--- src/rtl/adc_tx_scheduler.sv ---
// Round-robin packet scheduler: frames a granted 12-bit ADC sample into a 4-byte
// packet and feeds it byte-by-byte to the UART transmitter over a start/busy handshake.
module adc_tx_scheduler #(
    parameter int         ACK_TIMEOUT = 64,
    parameter logic [3:0] HEADER      = 4'hA
) (
    input  logic        clk_in,
    input  logic        reset,
    input  logic [1:0]  req,
    input  logic [11:0] data0,
    input  logic [11:0] data1,
    output logic [1:0]  grant,
    output logic [7:0]  tx_data,
    output logic        tx_start,
    input  logic        tx_busy,
    output logic        baud_en,
    output logic        pkt_done,
    output logic        err
);

    localparam int TW = $clog2(ACK_TIMEOUT + 1);

    typedef enum logic [1:0] {IDLE, START, WAIT_HI, WAIT_LO} state_t;

    state_t        state, state_nxt;
    logic [1:0]    idx, idx_nxt;
    logic [TW-1:0] timer, timer_nxt;
    logic          last_ch, last_nxt;
    logic          ch, ch_nxt;
    logic [11:0]   sample, sample_nxt;
    logic [1:0]    grant_nxt;
    logic [7:0]    tx_data_nxt;
    logic          tx_start_nxt, baud_nxt, done_nxt, err_nxt;
    logic          pick;
    logic [7:0]    b0, b1, b2, b3, cur_byte;

    // On contention the channel that was not served last wins.
    assign pick = (req == 2'b11) ? ~last_ch : req[1];

    assign b0 = {HEADER, 3'b000, ch};
    assign b1 = {4'h0, sample[11:8]};
    assign b2 = sample[7:0];
    assign b3 = b0 ^ b1 ^ b2;

    always_comb begin
        case (idx)
            2'd0:    cur_byte = b0;
            2'd1:    cur_byte = b1;
            2'd2:    cur_byte = b2;
            default: cur_byte = b3;
        endcase
    end

    always_comb begin
        state_nxt    = state;
        idx_nxt      = idx;
        timer_nxt    = timer;
        last_nxt     = last_ch;
        ch_nxt       = ch;
        sample_nxt   = sample;
        grant_nxt    = 2'b00;
        tx_data_nxt  = tx_data;
        tx_start_nxt = 1'b0;
        baud_nxt     = baud_en;
        done_nxt     = 1'b0;
        err_nxt      = 1'b0;
        case (state)
            IDLE: begin
                if (|req) begin
                    ch_nxt     = pick;
                    sample_nxt = pick ? data1 : data0;
                    grant_nxt  = pick ? 2'b10 : 2'b01;
                    baud_nxt   = 1'b1;
                    idx_nxt    = 2'd0;
                    state_nxt  = START;
                end
            end
            START: begin
                if (!tx_busy) begin
                    tx_data_nxt  = cur_byte;
                    tx_start_nxt = 1'b1;
                    timer_nxt    = '0;
                    state_nxt    = WAIT_HI;
                end
            end
            WAIT_HI: begin
                if (tx_busy) begin
                    state_nxt = WAIT_LO;
                end else if (timer == TW'(ACK_TIMEOUT - 1)) begin
                    // Transmitter never acknowledged: drop the packet.
                    err_nxt   = 1'b1;
                    baud_nxt  = 1'b0;
                    last_nxt  = ch;
                    state_nxt = IDLE;
                end else begin
                    timer_nxt = timer + 1'b1;
                end
            end
            WAIT_LO: begin
                if (!tx_busy) begin
                    if (idx == 2'd3) begin
                        done_nxt  = 1'b1;
                        baud_nxt  = 1'b0;
                        last_nxt  = ch;
                        state_nxt = IDLE;
                    end else begin
                        idx_nxt   = idx + 2'd1;
                        state_nxt = START;
                    end
                end
            end
            default: state_nxt = IDLE;
        endcase
    end

    always_ff @(posedge clk_in) begin
        if (reset) begin
            state    <= IDLE;
            idx      <= '0;
            timer    <= '0;
            last_ch  <= 1'b1;
            ch       <= 1'b0;
            sample   <= '0;
            grant    <= '0;
            tx_data  <= '0;
            tx_start <= 1'b0;
            baud_en  <= 1'b0;
            pkt_done <= 1'b0;
            err      <= 1'b0;
        end else begin
            state    <= state_nxt;
            idx      <= idx_nxt;
            timer    <= timer_nxt;
            last_ch  <= last_nxt;
            ch       <= ch_nxt;
            sample   <= sample_nxt;
            grant    <= grant_nxt;
            tx_data  <= tx_data_nxt;
            tx_start <= tx_start_nxt;
            baud_en  <= baud_nxt;
            pkt_done <= done_nxt;
            err      <= err_nxt;
        end
    end

endmodule

--- config.mk ---
export PLATFORM = sky130hd
export DESIGN_NAME = adc_tx_scheduler
export DESIGN_NICKNAME = d
export VERILOG_FILES = /design/src/rtl/adc_tx_scheduler.sv
export SDC_FILE = /design/constraint.sdc
export NUM_CORES = 1
export LEC_CHECK = 0
export BUFFER_PORTS_ARGS = -buffer_cell sky130_fd_sc_hd__buf_4
export CORE_MARGIN = 2
export CORE_UTILIZATION = 53
export CTS_CLUSTER_SIZE = 40
export DETAILED_ROUTE_END_ITERATION = 8
export PLACE_DENSITY_LB_ADDON = 0.25
export RECOVER_POWER = 25
export SLEW_MARGIN = 10
export SYNTH_ARGS = -nofsm -noshare
export SYNTH_HDL_FRONTEND = slang
export SYNTH_SLANG_ARGS = --single-unit
--- constraint.sdc ---
create_clock -name clk_in -period 2.3 [get_ports clk_in]
set_clock_uncertainty 0.2 [all_clocks]
set_input_delay 0.46 -clock clk_in [delete_from_list [all_inputs] [get_ports clk_in]]
set_output_delay 0.46 -clock clk_in [all_outputs]
set_load 0.01 [all_outputs]
==> impl_metrics.yaml <==
status:
  outcome: "complete, no violations"
critical_path:
  cp_max_fo: 5
  critPathCaptureType: "flop"
  cp_data_required_time_ns: 2.37
  start_kind: "flop"
  worstSetupPathType: "flop to flop"
  worstPathArrival_ns: 2.12
die:
  die_width_um: 62.9
  start_util_pct: 55.0
  ioPinCount: 43
  placementRows: 21
  die_area_um2: 3950
  core_area_um2: 3340
  fp.dieH_um: 62.9
clock_network:
  clkSinkCount: 39
  clockRootBuffer: "clkbuf_4"
  cts_inserted_buffers: 5
  h-tree-depth: 2
  clockBufferDepth: 2
  cts_setup_buffers: 0
  clk_latency_ns: 0.36
  cts_tree: "built"
  cts_hold_buf: 0
  cts_resized: 0
  clk_pin_slew_ns: 0.12
power_and_ir_drop:
  vdd_drop_max_mv: 0.356
  power_mw: 1.43
  p_per_area_nw_per_um2: 644
  p_leak_nw: 0.843
placed_design:
  postPlaceCellArea_um2: 2190
  port_buffers: 42
  pre_cts_ws_ns: 0.327
  dp_hpwl_um: 2840
  place_congestion: 0.908
global_routing:
  overflow: 0
  grt_pass1_vias: 1521
  antenna_found_initial: 0
  grt_pass1_wl_um: 6720
  grt_usage_pct: 21.2
  grt_max_degree: 35
timing:
  tightest_slew_ns: 0.507
  rsz0062_at_grt: "false"
  setup_ws_ns: 0.244
  slew_headroom_pct: 65.8
  slew_viol_final: 0
  hold_violations: 0
  tns_ns: 0
  layout_min_cycle_time_ns: 2.06
  clock.fmax_ghz: 0.486
  period_share_pct: 89.4
  setup_viol: 0
routing:
  dr_wl_met2_um: 1750
  num_vias: 1589
  detail_route.wl_per_cell_um: 13.3
  wl_met1_um: 1910
  wl_met3_um: 177
  routed_wl_um: 3900
  via_per_inst: 5.40
  remaining_drc_errors: 0
  first_iter_violations: 87
  first_pass_iters: 4
  ant_nets: 0
  highest_layer: "met4"
yosys:
  ys_seq_area_share_pct: 42.5
  synthAdderAreaFrac_pct: 3.41
  syn_area_um2: 1840
  yosys.area.top_type: "dfxtp_1"
  ys_top_cells_by_area: "dfxtp_1 (43%), mux2i_1 (7.1%), a211oi_1 (4.9%)"
  yosys.area_share.simple_pct: 21.0
  synth_xor_area_share_pct: 1.43
  synthMuxAreaShare_pct: 7.70
  synth_top_cell_area_share_pct: 42.5
  synth_compound_area_share_pct: 20.1
  synth_seq_cells: 39
  syn_inst: 206
  syn_nets: 240
  synth_top_flop_cell: "dfxtp_1"
  synth_edf_count: 0
  ys_async_sr_fraction_pct: 0
  synth_top_family_by_area: "simple AND/OR/NAND/NOR gates"
  yosysWarnings: 0
  ys_types: 41
  syn_area_per_cell_um2: 8.91
run:
  maxCapViolCount: 0
final_layout:
  fill_cells: 304
  postLayoutCellArea_um2: 2220
  nets: 281
  drive_gt1_share_pct: 20.6
  syn2layout_area_growth_pct: 20.8
  diodes: 0
worst_hold_path:
  hold_path.class: "primary input to flop"
==> Yosys cell counts, drive strengths merged, types with 3 or more instances <==
cell type,instances
a221oi,4
nor3,10
inv,3
a211oi,12
or4,3
nor3b,4
nand2,19
clkbuf,7
ha,5
o211ai,3
a21oi,8
a32o,4
nor2b,3
nand2b,3
o21ai,14
nand3,4
nor2,23
mux2i,13
buf,6
dfxtp,39
==> path summary, 6_finish.rpt <==
path / start / end / slack [ns] / cells past startpoint
setup / recovery: timer[0]$_SDFFE_PP0P_ / last_ch$_SDFFE_PP1P_ / 0.24 / 6
hold / removal: tx_busy / pkt_done$_SDFF_PP0_ / 0.19 / 2
setup reg to reg: timer[0]$_SDFFE_PP0P_ / last_ch$_SDFFE_PP1P_ / 0.24 / 6
hold reg to reg: tx_data[4]$_SDFFE_PP0P_ / tx_data[4]$_SDFFE_PP0P_ / 0.25 / 2
==> kinds of logic after synthesis <==
family	Yosys count
and+or+nand+nor	77
DFF	39
adders and majority gates	5
AOI/OAI and AO/OA	52
xor gates and xnor gates	3
muxes	14
buffers and inverters	16
==> routing by layer <==
metal,up-vias,global-route usage (%)
li1,833,-
met1,712,27.2
met2,39,33.6
met3,5,5.59
met4,0,8.89
met5,-,0
==> flip-flops by register name, indices dropped and copies added, names as in the netlist <==
| name | cells |
|---|---|
| grant | 2 |
| state | 2 |
| ch | 1 |
| tx_data | 8 |
| baud_en | 1 |
| last_ch | 1 |
| tx_start | 1 |
| idx | 2 |
| err | 1 |
| sample | 12 |
| pkt_done | 1 |
| timer | 7 |
==> area by class of cell <==
type | count | area, um^2 | area share, %
Tap cell | 46 | 57.6 | 2.60
Timing Repair Buffer | 47 | 315 | 14.2
Multi-Input combinational cell | 151 | 980 | 44.2
Clock buffer | 7 | 65.1 | 2.93
Inverter | 3 | 11.3 | 0.508
Clock inverter | 1 | 7.51 | 0.339
Sequential cell | 39 | 781 | 35.2
==> stage by stage <==
step           util [%]  std cells  hold slack (ns)
3_3_place_gp       65.5        286            0.238
3_5_place_dp       65.5        286            0.243
6_report           66.4        294            0.190
5_1_grt            66.4        294            0.183
4_1_cts            67.7        294            0.183
2_1_floorplan         -        206            0.249
==> cell usage in the layout, fill, tap and decap left out, types with 4 or more instances in the layout <==
cell type	instances
dfxtp_1	39
buf_4	37
nor2_1	23
nand2_1	19
o21ai_0	14
mux2i_1	13
a211oi_1	12
clkbuf_1	10
nor3_1	9
a21oi_1	7
ha_1	5
clkbuf_4	5
nand3_1	4
nor3b_1	4
a32o_1	4
a221oi_1	4
==> where the power goes <==
part	internal [mW]	switching [mW]
clock	0.179	0.235
sequential	0.725	0.0420
combinational	0.119	0.127
==> critical path, stage by stage, from the launching register on <==
cell and delay (ns):
dfxtp_1 0.38, ha_1 0.18, nand3_1 0.15, or4_4 0.55, a21oi_4 0.17, nor2b_1 0.07
a211o_1 0.26
No activity file was read; power rests on OpenSTA's default activity.
